**config.mk**
```make
export PLATFORM = sky130hd
export DESIGN_NAME = watch_time_setter
export DESIGN_NICKNAME = d
export VERILOG_FILES = /design/src/rtl/watch_time_setter.sv
export SDC_FILE = /design/constraint.sdc
export NUM_CORES = 1
export LEC_CHECK = 0
export CELL_PAD_IN_SITES_DETAIL_PLACEMENT = 0
export CELL_PAD_IN_SITES_GLOBAL_PLACEMENT = 1
export CORE_UTILIZATION = 28
export CTS_CLUSTER_SIZE = 20
export DETAILED_ROUTE_END_ITERATION = 10
export MAX_ROUTING_LAYER = met4
export PLACE_DENSITY_LB_ADDON = 0.1
export SETUP_SLACK_MARGIN = 0.1
export SLEW_MARGIN = 20
export SYNTH_ARGS = -nofsm -noshare
export SYNTH_HDL_FRONTEND = slang
export SYNTH_SLANG_ARGS = --single-unit
```
**constraint.sdc**
```tcl
create_clock -name clk -period 4.3 [get_ports clk]
set_input_delay 0.86 -clock clk [delete_from_list [all_inputs] [get_ports clk]]
set_output_delay 0.86 -clock clk [all_outputs]
set_load 0.02 [all_outputs]
```
**src/rtl/watch_time_setter.sv**
```systemverilog
// Time-setting controller: captures the live BCD time, lets the user edit hour/minute/second
// with BCD wrap, and commits only the edited fields as one-cycle load pulses.
module watch_time_setter #(
   parameter int unsigned BLINK_MS   = 500,
   parameter int unsigned TIMEOUT_MS = 30000
) (
   input  logic       clk,
   input  logic       reset_p,
   input  logic       clk_msec,
   input  logic       btn_set,
   input  logic       btn_sel,
   input  logic       btn_inc,
   input  logic       btn_dec,
   input  logic [3:0] cur_hour10,
   input  logic [3:0] cur_hour1,
   input  logic [3:0] cur_min10,
   input  logic [3:0] cur_min1,
   input  logic [3:0] cur_sec10,
   input  logic [3:0] cur_sec1,
   output logic [3:0] set_hour10,
   output logic [3:0] set_hour1,
   output logic [3:0] set_min10,
   output logic [3:0] set_min1,
   output logic [3:0] set_sec10,
   output logic [3:0] set_sec1,
   output logic       load_hour,
   output logic       load_min,
   output logic       load_sec,
   output logic       set_mode,
   output logic [1:0] field_sel,
   output logic       blink
);

   localparam int BW = (BLINK_MS > 1) ? $clog2(BLINK_MS) : 1;
   localparam int TW = (TIMEOUT_MS > 1) ? $clog2(TIMEOUT_MS) : 1;
   localparam bit TIMEOUT_EN = (TIMEOUT_MS != 0);

   localparam logic [1:0] F_HOUR = 2'd0;
   localparam logic [1:0] F_MIN  = 2'd1;
   localparam logic [1:0] F_SEC  = 2'd2;
   localparam logic [1:0] F_NONE = 2'd3;

   typedef enum logic [1:0] {
      S_IDLE,
      S_CAPTURE,
      S_EDIT,
      S_COMMIT
   } state_t;

   state_t        state;
   logic [2:0]    dirty;        // {hour, min, sec}
   logic [BW-1:0] blink_cnt;
   logic [TW-1:0] timeout_cnt;

   logic [3:0] sel_tens, sel_ones, max_tens, max_ones;
   logic [7:0] stepped;

   // One BCD step of a tens:ones pair bounded by max_tens:max_ones; anything out of range lands on 00.
   function automatic logic [7:0] bcd_step(input logic [3:0] tens, input logic [3:0] ones,
                                           input logic [3:0] top_tens, input logic [3:0] top_ones,
                                           input logic up);
      logic in_range;
      in_range = (ones <= 4'd9) &&
                 ((tens < top_tens) || ((tens == top_tens) && (ones <= top_ones)));
      if (!in_range) return 8'h00;
      if (up) begin
         if ((tens == top_tens) && (ones == top_ones)) return 8'h00;
         if (ones == 4'd9) return {tens + 4'd1, 4'd0};
         return {tens, ones + 4'd1};
      end
      if ((tens == 4'd0) && (ones == 4'd0)) return {top_tens, top_ones};
      if (ones == 4'd0) return {tens - 4'd1, 4'd9};
      return {tens, ones - 4'd1};
   endfunction

   // NOTE: every variable gets a default before the case so no path leaves it unassigned (no latch).
   always_comb begin
      sel_tens = set_hour10;
      sel_ones = set_hour1;
      max_tens = 4'd2;
      max_ones = 4'd3;
      case (field_sel)
         F_MIN: begin
            sel_tens = set_min10;
            sel_ones = set_min1;
            max_tens = 4'd5;
            max_ones = 4'd9;
         end
         F_SEC: begin
            sel_tens = set_sec10;
            sel_ones = set_sec1;
            max_tens = 4'd5;
            max_ones = 4'd9;
         end
         default: ;
      endcase
      stepped = bcd_step(sel_tens, sel_ones, max_tens, max_ones, btn_inc);
   end

   // NOTE: state and registered outputs use non-blocking assignments so every read sees pre-edge values.
   always_ff @(posedge clk) begin
      if (reset_p) begin
         state       <= S_IDLE;
         set_hour10  <= 4'd0;
         set_hour1   <= 4'd0;
         set_min10   <= 4'd0;
         set_min1    <= 4'd0;
         set_sec10   <= 4'd0;
         set_sec1    <= 4'd0;
         load_hour   <= 1'b0;
         load_min    <= 1'b0;
         load_sec    <= 1'b0;
         set_mode    <= 1'b0;
         field_sel   <= F_NONE;
         blink       <= 1'b0;
         dirty       <= 3'b000;
         blink_cnt   <= '0;
         timeout_cnt <= '0;
      end else begin
         load_hour <= 1'b0;
         load_min  <= 1'b0;
         load_sec  <= 1'b0;
         case (state)
            S_IDLE: begin
               if (btn_set) begin
                  state    <= S_CAPTURE;
                  set_mode <= 1'b1;
               end
            end

            S_CAPTURE: begin
               set_hour10  <= cur_hour10;
               set_hour1   <= cur_hour1;
               set_min10   <= cur_min10;
               set_min1    <= cur_min1;
               set_sec10   <= cur_sec10;
               set_sec1    <= cur_sec1;
               dirty       <= 3'b000;
               field_sel   <= F_HOUR;
               blink       <= 1'b1;
               blink_cnt   <= '0;
               timeout_cnt <= '0;
               state       <= S_EDIT;
            end

            S_EDIT: begin
               if (btn_set) begin
                  {load_hour, load_min, load_sec} <= dirty;
                  blink <= 1'b0;
                  state <= S_COMMIT;
               end else if (btn_sel) begin
                  field_sel   <= (field_sel == F_SEC) ? F_HOUR : field_sel + 2'd1;
                  blink       <= 1'b1;
                  blink_cnt   <= '0;
                  timeout_cnt <= '0;
               end else if (btn_inc || btn_dec) begin
                  blink       <= 1'b1;
                  blink_cnt   <= '0;
                  timeout_cnt <= '0;
                  // Opposing presses cancel: no value change and the field stays clean.
                  if (btn_inc != btn_dec) begin
                     case (field_sel)
                        F_HOUR: begin
                           {set_hour10, set_hour1} <= stepped;
                           dirty[2] <= 1'b1;
                        end
                        F_MIN: begin
                           {set_min10, set_min1} <= stepped;
                           dirty[1] <= 1'b1;
                        end
                        F_SEC: begin
                           {set_sec10, set_sec1} <= stepped;
                           dirty[0] <= 1'b1;
                        end
                        default: ;
                     endcase
                  end
               end else if (clk_msec) begin
                  timeout_cnt <= timeout_cnt + TW'(1);
                  if (TIMEOUT_EN && (timeout_cnt == TW'(TIMEOUT_MS - 1))) begin
                     state     <= S_IDLE;
                     set_mode  <= 1'b0;
                     field_sel <= F_NONE;
                     blink     <= 1'b0;
                  end else if (blink_cnt == BW'(BLINK_MS - 1)) begin
                     blink     <= ~blink;
                     blink_cnt <= '0;
                  end else begin
                     blink_cnt <= blink_cnt + BW'(1);
                  end
               end
            end

            S_COMMIT: begin
               state     <= S_IDLE;
               set_mode  <= 1'b0;
               field_sel <= F_NONE;
            end

            default: state <= S_IDLE;
         endcase
      end
   end

endmodule
```
# After elaboration in Yosys (flattened, before gate mapping)
# Cells that the tools add are included.
# word_totals
register_bits,60
inputBits,31
output_inout_bits,31
elab_cells,206
# op_classes
addsub,7
n_lt_le_gt_ge,3
eq_ne,33
n_mux,118
n_bitwise,3
n_reduce_logical,24
# op_table
cell,n
two-way mux 4 bit,31
two-way mux 8 bit,14
case mux 4 bit (2 select lines),8
two-way mux 15 bit,4
two-way mux 9 bit,6
two-way mux 1 bit,31
case mux 15 bit (2 select lines),1
two-way mux 2 bit,12
!= test 3 bit (second input constant),7
!= test 2 bit (second input constant),9
case mux 9 bit (2 select lines),1
AND reduction 6 bit,3
adder 15 x 1 -> 15 bit (second input constant),1
equality test 15 bit (second input constant),1
two-way mux 3 bit,5
AND reduction 5 bit,2
adder 9 x 1 -> 9 bit (second input constant),1
equality test 9 bit (second input constant),1
adder 4 x 1 -> 4 bit (second input constant),2
equality test 4 bit,2
zero test 4 bit,2
!= test 4 bit (second input constant),2
case mux 2 bit (4 select lines),1
subtractor 4 x 1 -> 4 bit (second input constant),2
26 further kinds,39

# Logic depth before layout (Yosys ltp)
# depth
word_depth,27
ltp_mapped,13
depth_no_buf,12

# Least setup slack after synthesis
# OpenSTA, ideal clock, no wires.
# synth_timing
path_type,register to register
start,reg field_sel[0]
end,reg set_sec10[1]
setup_ns,0.070
arrival_time_ns,2.924
t_required_ns,4.230
setup_slack_ns,1.305
path_stages_with_launch,12
synth_period_minus_slack_ns,2.995
path_cell_list,dfxtp_1 -> inv_1 -> ha_1 -> buf_2 -> mux2i_1 -> ha_1 -> nor4b_1 -> nor2_1 -> o211a_1 -> o211ai_1 -> o2111ai_1 -> a21oi_1
# synth_via
elab_chain_cells,24
word_cells_on_any_way,57
classes_between,add/sub (2); order compare (3); eq/ne (6); mux (37); reduce/logical (9)
# synth_lines
item,line,rtl
start: declaration,30,"output logic [1:0] field_sel,"
start signal: assignment,152,field_sel <= (field_sel == F_SEC) ? F_HOUR : field_sel + 2'd1;
equality test 2 bit or equality test 2 x 1 -> 1 bit (tied branches),"82, 162",
OR reduction 2 bit (no line),n/a,
two-way mux 3 bit or two-way mux 4 bit (tied branches),82,case (field_sel)
"equality test 4 bit, on equally long branches","64, 67",
logical AND 1 bit,67,if ((tens == top_tens) && (ones == top_ones)) return 8'h00;
two-way mux 8 bit,67,
two-way mux 8 bit (2 in a row),66,if (up) begin
two-way mux 8 bit,68,"if (ones == 4'd9) return {tens + 4'd1, 4'd0};"
(+7 left out),n/a,
two-way mux 8 bit,71,"if ((tens == 4'd0) && (ones == 4'd0)) return {top_tens, top_ones};"
two-way mux 8 bit,66,
two-way mux 4 bit,162,case (field_sel)
two-way mux 4 bit,161,if (btn_inc != btn_dec) begin
two-way mux 4 bit,156,end else if (btn_inc || btn_dec) begin
two-way mux 4 bit,151,end else if (btn_sel) begin
two-way mux 4 bit,147,if (btn_set) begin
case mux 4 bit (2 select lines),123,case (state)
end signal: assignment,136,set_sec10 <= cur_sec10;
end signal: assignment,172,"{set_sec10, set_sec1} <= stepped;"
end: declaration,24,"output logic [3:0] set_sec10,"
# Several ways; a longest one is shown, not always the timed one. The select of a mux whose other input is x is not followed.
# A chain may end at the register's enable or synchronous reset.

# Worst setup path in the final report
# layout_timing
start,reg field_sel[1]
end,reg set_hour1[3]
# layout_via
elab_chain_cells,24
word_cells_on_any_way,58
classes_between,add/sub (2); order compare (3); eq/ne (6); mux (37); reduce/logical (10)
# layout_lines
item,line,rtl
equality test 2 bit or equality test 2 x 1 -> 1 bit (tied branches),82,
OR reduction 2 bit (no line),n/a,
two-way mux 3 bit or two-way mux 4 bit (tied branches),82,
"equality test 4 bit, on equally long branches","64, 67",
logical AND 1 bit,67,
two-way mux 8 bit,67,
two-way mux 8 bit (2 in a row),66,
two-way mux 8 bit,68,
(+7 left out),n/a,
two-way mux 8 bit,71,
two-way mux 8 bit,66,
two-way mux 4 bit,162,
two-way mux 4 bit,161,
two-way mux 4 bit,156,
two-way mux 4 bit,151,
two-way mux 4 bit,147,
case mux 4 bit (2 select lines),123,
end signal: assignment,133,set_hour1 <= cur_hour1;
end signal: assignment,164,"{set_hour10, set_hour1} <= stepped;"
end: declaration,21,"output logic [3:0] set_hour1,"
# Several ways; a longest one is shown, not always the timed one. The select of a mux whose other input is x is not followed.

==> key figures <==
Yosys
  • Syn Nets: about 520
  • Sequential fraction of the synthesis area: 0.317
  • Synth Instances: 474
  • Syn avg cell area: 7.98 µm²
  • Ys async rst share: 0
  • Yosys warns: 0
  • Seq cells post-synth: 60
  • Post-synth EDFFs: 0
  • Top_reg_cell synth: dfxtp_1
  • Post-synth cell types: 68
  • Mapped Area: 3780 µm²

Worst setup path
  • Critical Setup Path Class: register to register
  • CP Max Fanout: 10
  • Critical Path Source Type: register
  • Worst EP required: 4.56 ns
  • Arr. time, crit path: approximately 3.6 ns
  • Crit. End Element: register

CTS
  • Clock-pin slew of the registers on the worst-case setup and hold paths: approximately 0.060 ns
  • Post-CTS Resized: 0
  • CTS buffer count: 9
  • Clock sink count: 60
  • Worst-skew pair later-pin latency: ~0.33 ns
  • Post-CTS setup repair buffer count: 0
  • Maximum buffer depth of the clock tree: 2
  • # hold bufs at CTS: 0
  • Clock Tree Root: clkbuf_16
  • CTS tree: yes
  • H-Tree Depth: 3

Routing
  • Detailed Route WL: between 10000 and 15000 µm
  • DRT iter0 DRCs: about 210
  • DR vias: between 3000 and 4000
  • DRT antenna net count: 0
  • Post-route DRC: 0
  • Drt pass-1 iters: 4
  • Routed WL per cell: ~18 µm
  • Vias/cell: around 5.3

Floorplanning
  • Area of the die: 14000 µm²
  • # IOs: 62
  • Initial core utilization: 0.287
  • Core area: ~13000 µm²
  • Die height: approximately 120 µm
  • Placement Rows: 42
  • Die W: 118 µm

Power and ir drop
  • Peak supply drop: 0.226 mV
  • PD cells: slightly above 700 nW/µm²
  • Leakage dissipation: about 1.8 nW

Run status
  • Status: complete, no violations

Finish
  • Most common cell after layout, fill and taps aside: clkdlybuf4s50_1
  • Layout net count: ~580
  • Area delta synth->final: 28.8%
  • Design area: around 4900 µm²
  • Layout cells sized above 1: 0.0768
  • # fillers: 1408
  • Most frequent cells in the layout: clkdlybuf4s50_1, dfxtp_1, a21oi_1
  • Antenna Cells: 0

Timing
  • Worst Clk Skew: 0.00625 ns
  • Setup violations, final: 0
  • RSZ-0062 raised after global routing: false
  • Slew @ Worst Pin: ~1 ns
  • Final Critical Period: approximately 3.4 ns
  • TNS Setup: 0 ns
  • Slew HR: 0.331
  • Final hold vios: 0
  • Tcrit/Tclk final: 0.785
  • Fin. max-slew vios: 0
  • Fmax: between 200 and 300 MHz

Place
  • Gpl congestion: ~0.83
  • Port bufs: 61
  • Hpwl dp: between 9000 and 10000 µm
  • Post-DP Area: around 4600 µm²

Global route
  • Overflow after GRT: 0
  • Antenna violations before repair: 0
  • GRT Util Overall: 0.192
  • Vias in the first global route: between 3000 and 4000
  • Global-route wire length before repair: between 20000 and 25000 µm
  • Largest net degree at the start of global routing: 31

Worst hold path
  • Hold Crit Class: register to register

Flow run
  • Maxcap violations: 0
-- sequential cells by signal (all words and copies together), names as in the netlist --
name         cells
set_hour10       4
set_min1         4
set_sec1         4
set_hour1        4
set_sec10        4
blink_cnt        9
dirty            3
load_sec         1
load_min         1
state            2
set_min10        4
set_mode         1
load_hour        1
field_sel        2
timeout_cnt     15
blink            1
-- Yosys cell counts, types with 2 or more instances --
library cell,n,area [µm²]
a2111oi_0,4,35.0
a211oi_1,8,60.1
a21boi_0,2,15.0
a21o_1,15,113
a21oi_1,45,225
a21oi_2,4,35.0
a22oi_1,6,45.0
a31o_2,2,17.5
a31oi_1,15,93.8
a41o_1,2,20.0
and2_1,2,12.5
and3_1,11,68.8
and4_1,2,17.5
buf_2,9,45.0
buf_6,2,22.5
clkbuf_1,13,48.8
dfxtp_1,60,1200
ha_1,16,200
inv_1,19,71.3
mux2i_1,5,50.1
nand2_1,32,120
nand2b_1,3,18.8
nand3_1,14,70.1
nand4_1,8,50.1
nor2_1,44,165
nor2b_1,3,18.8
nor3_1,18,90.1
nor3b_1,6,45.0
nor4_1,8,50.1
nor4b_1,2,17.5
o2111ai_1,2,17.5
o211a_1,2,20.0
o211ai_1,3,22.5
o21ai_0,24,120
o21ai_1,5,25.0
o221ai_1,3,26.3
o31ai_1,5,37.5
xnor2_1,17,149
xor2_1,4,35.0
-- critical path: stages, from the launching register on --
cell	delay, ns
dfxtp_1	0.40
inv_1	0.10
ha_1	0.53
buf_4	0.23
nor2_1	0.06
a21oi_1	0.35
inv_1	0.14
ha_1	0.31
nor4b_1	0.18
buf_4	0.15
nor4_1	0.28
a21oi_1	0.13
o221a_2	0.31
o21ai_1	0.13
-- layer usage --
metal,track usage,wire length (µm),share of wire,up-vias
met5,-,0,0,-
met2,0.292,5630,0.45,85
met4,0.0585,155,0.012,0
met3,0.0391,563,0.045,11
met1,0.256,6230,0.49,1762
li1,-,-,-,1872
-- cell type report --
| class | count | area (µm²) | area share |
|---|---|---|---|
| clock buffer | 11 | 243 | 0.0498 |
| clock inverter | 5 | 75.1 | 0.0154 |
| inverter | 20 | 75.1 | 0.0154 |
| multi-input combinational | 368 | 2380 | 0.489 |
| sequential | 60 | 1200 | 0.246 |
| tap | 176 | 220 | 0.0452 |
| timing repair buffer | 70 | 678 | 0.139 |
-- stage by stage --
stage / setup slack, ns / hold slack, ns / utilization / cells / power [mW]
6_report: 0.923 / 0.489 / 0.369 / 710 / 3.43
5_1_grt: 0.642 / 0.493 / 0.369 / 710 / 3.68
4_1_cts: 0.937 / 0.491 / 0.369 / 710 / 3.45
3_5_place_dp: 0.857 / 0.486 / 0.345 / 694 / 2.64
3_3_place_gp: 0.916 / 0.477 / 0.345 / 694 / 2.64
2_1_floorplan: 1.31 / 0.457 / - / 474 / 2.05
-- kinds of logic (layout without fill, tap and decap cells) --
logic type               count (synthesis)  in the layout  synth area share
buffers and inverters                   46            106            0.0536
XOR/XNOR                                21             21            0.0486
flip-flops                              60             60             0.317
AO/OA/AOI/OAI                          165            165             0.294
multiplexers                             6              6            0.0162
adder cells (fa/ha/maj)                 16             16            0.0529
AND/OR/NAND/NOR                        160            160             0.217
-- worst paths after layout --
kind / depth (start not counted) / endpoint / slack, ns / startpoint
worst max-delay path: 13 / set_hour1[3] / 0.92 / field_sel[1]
worst min-delay path: 1 / load_min / 0.49 / dirty[1]
worst max register to register: 13 / set_hour1[3] / 0.92 / field_sel[1]
worst min register to register: 1 / load_min / 0.49 / dirty[1]
-- power breakdown --
| group | internal, mW | switching (mW) | total [mW] |
|---|---|---|---|
| combinational | 0.696 | 1.21 | 1.90 |
| sequential | 0.651 | 0.0975 | 0.748 |
| clock | 0.520 | 0.262 | 0.781 |
(Power assumes the default switching activity.)
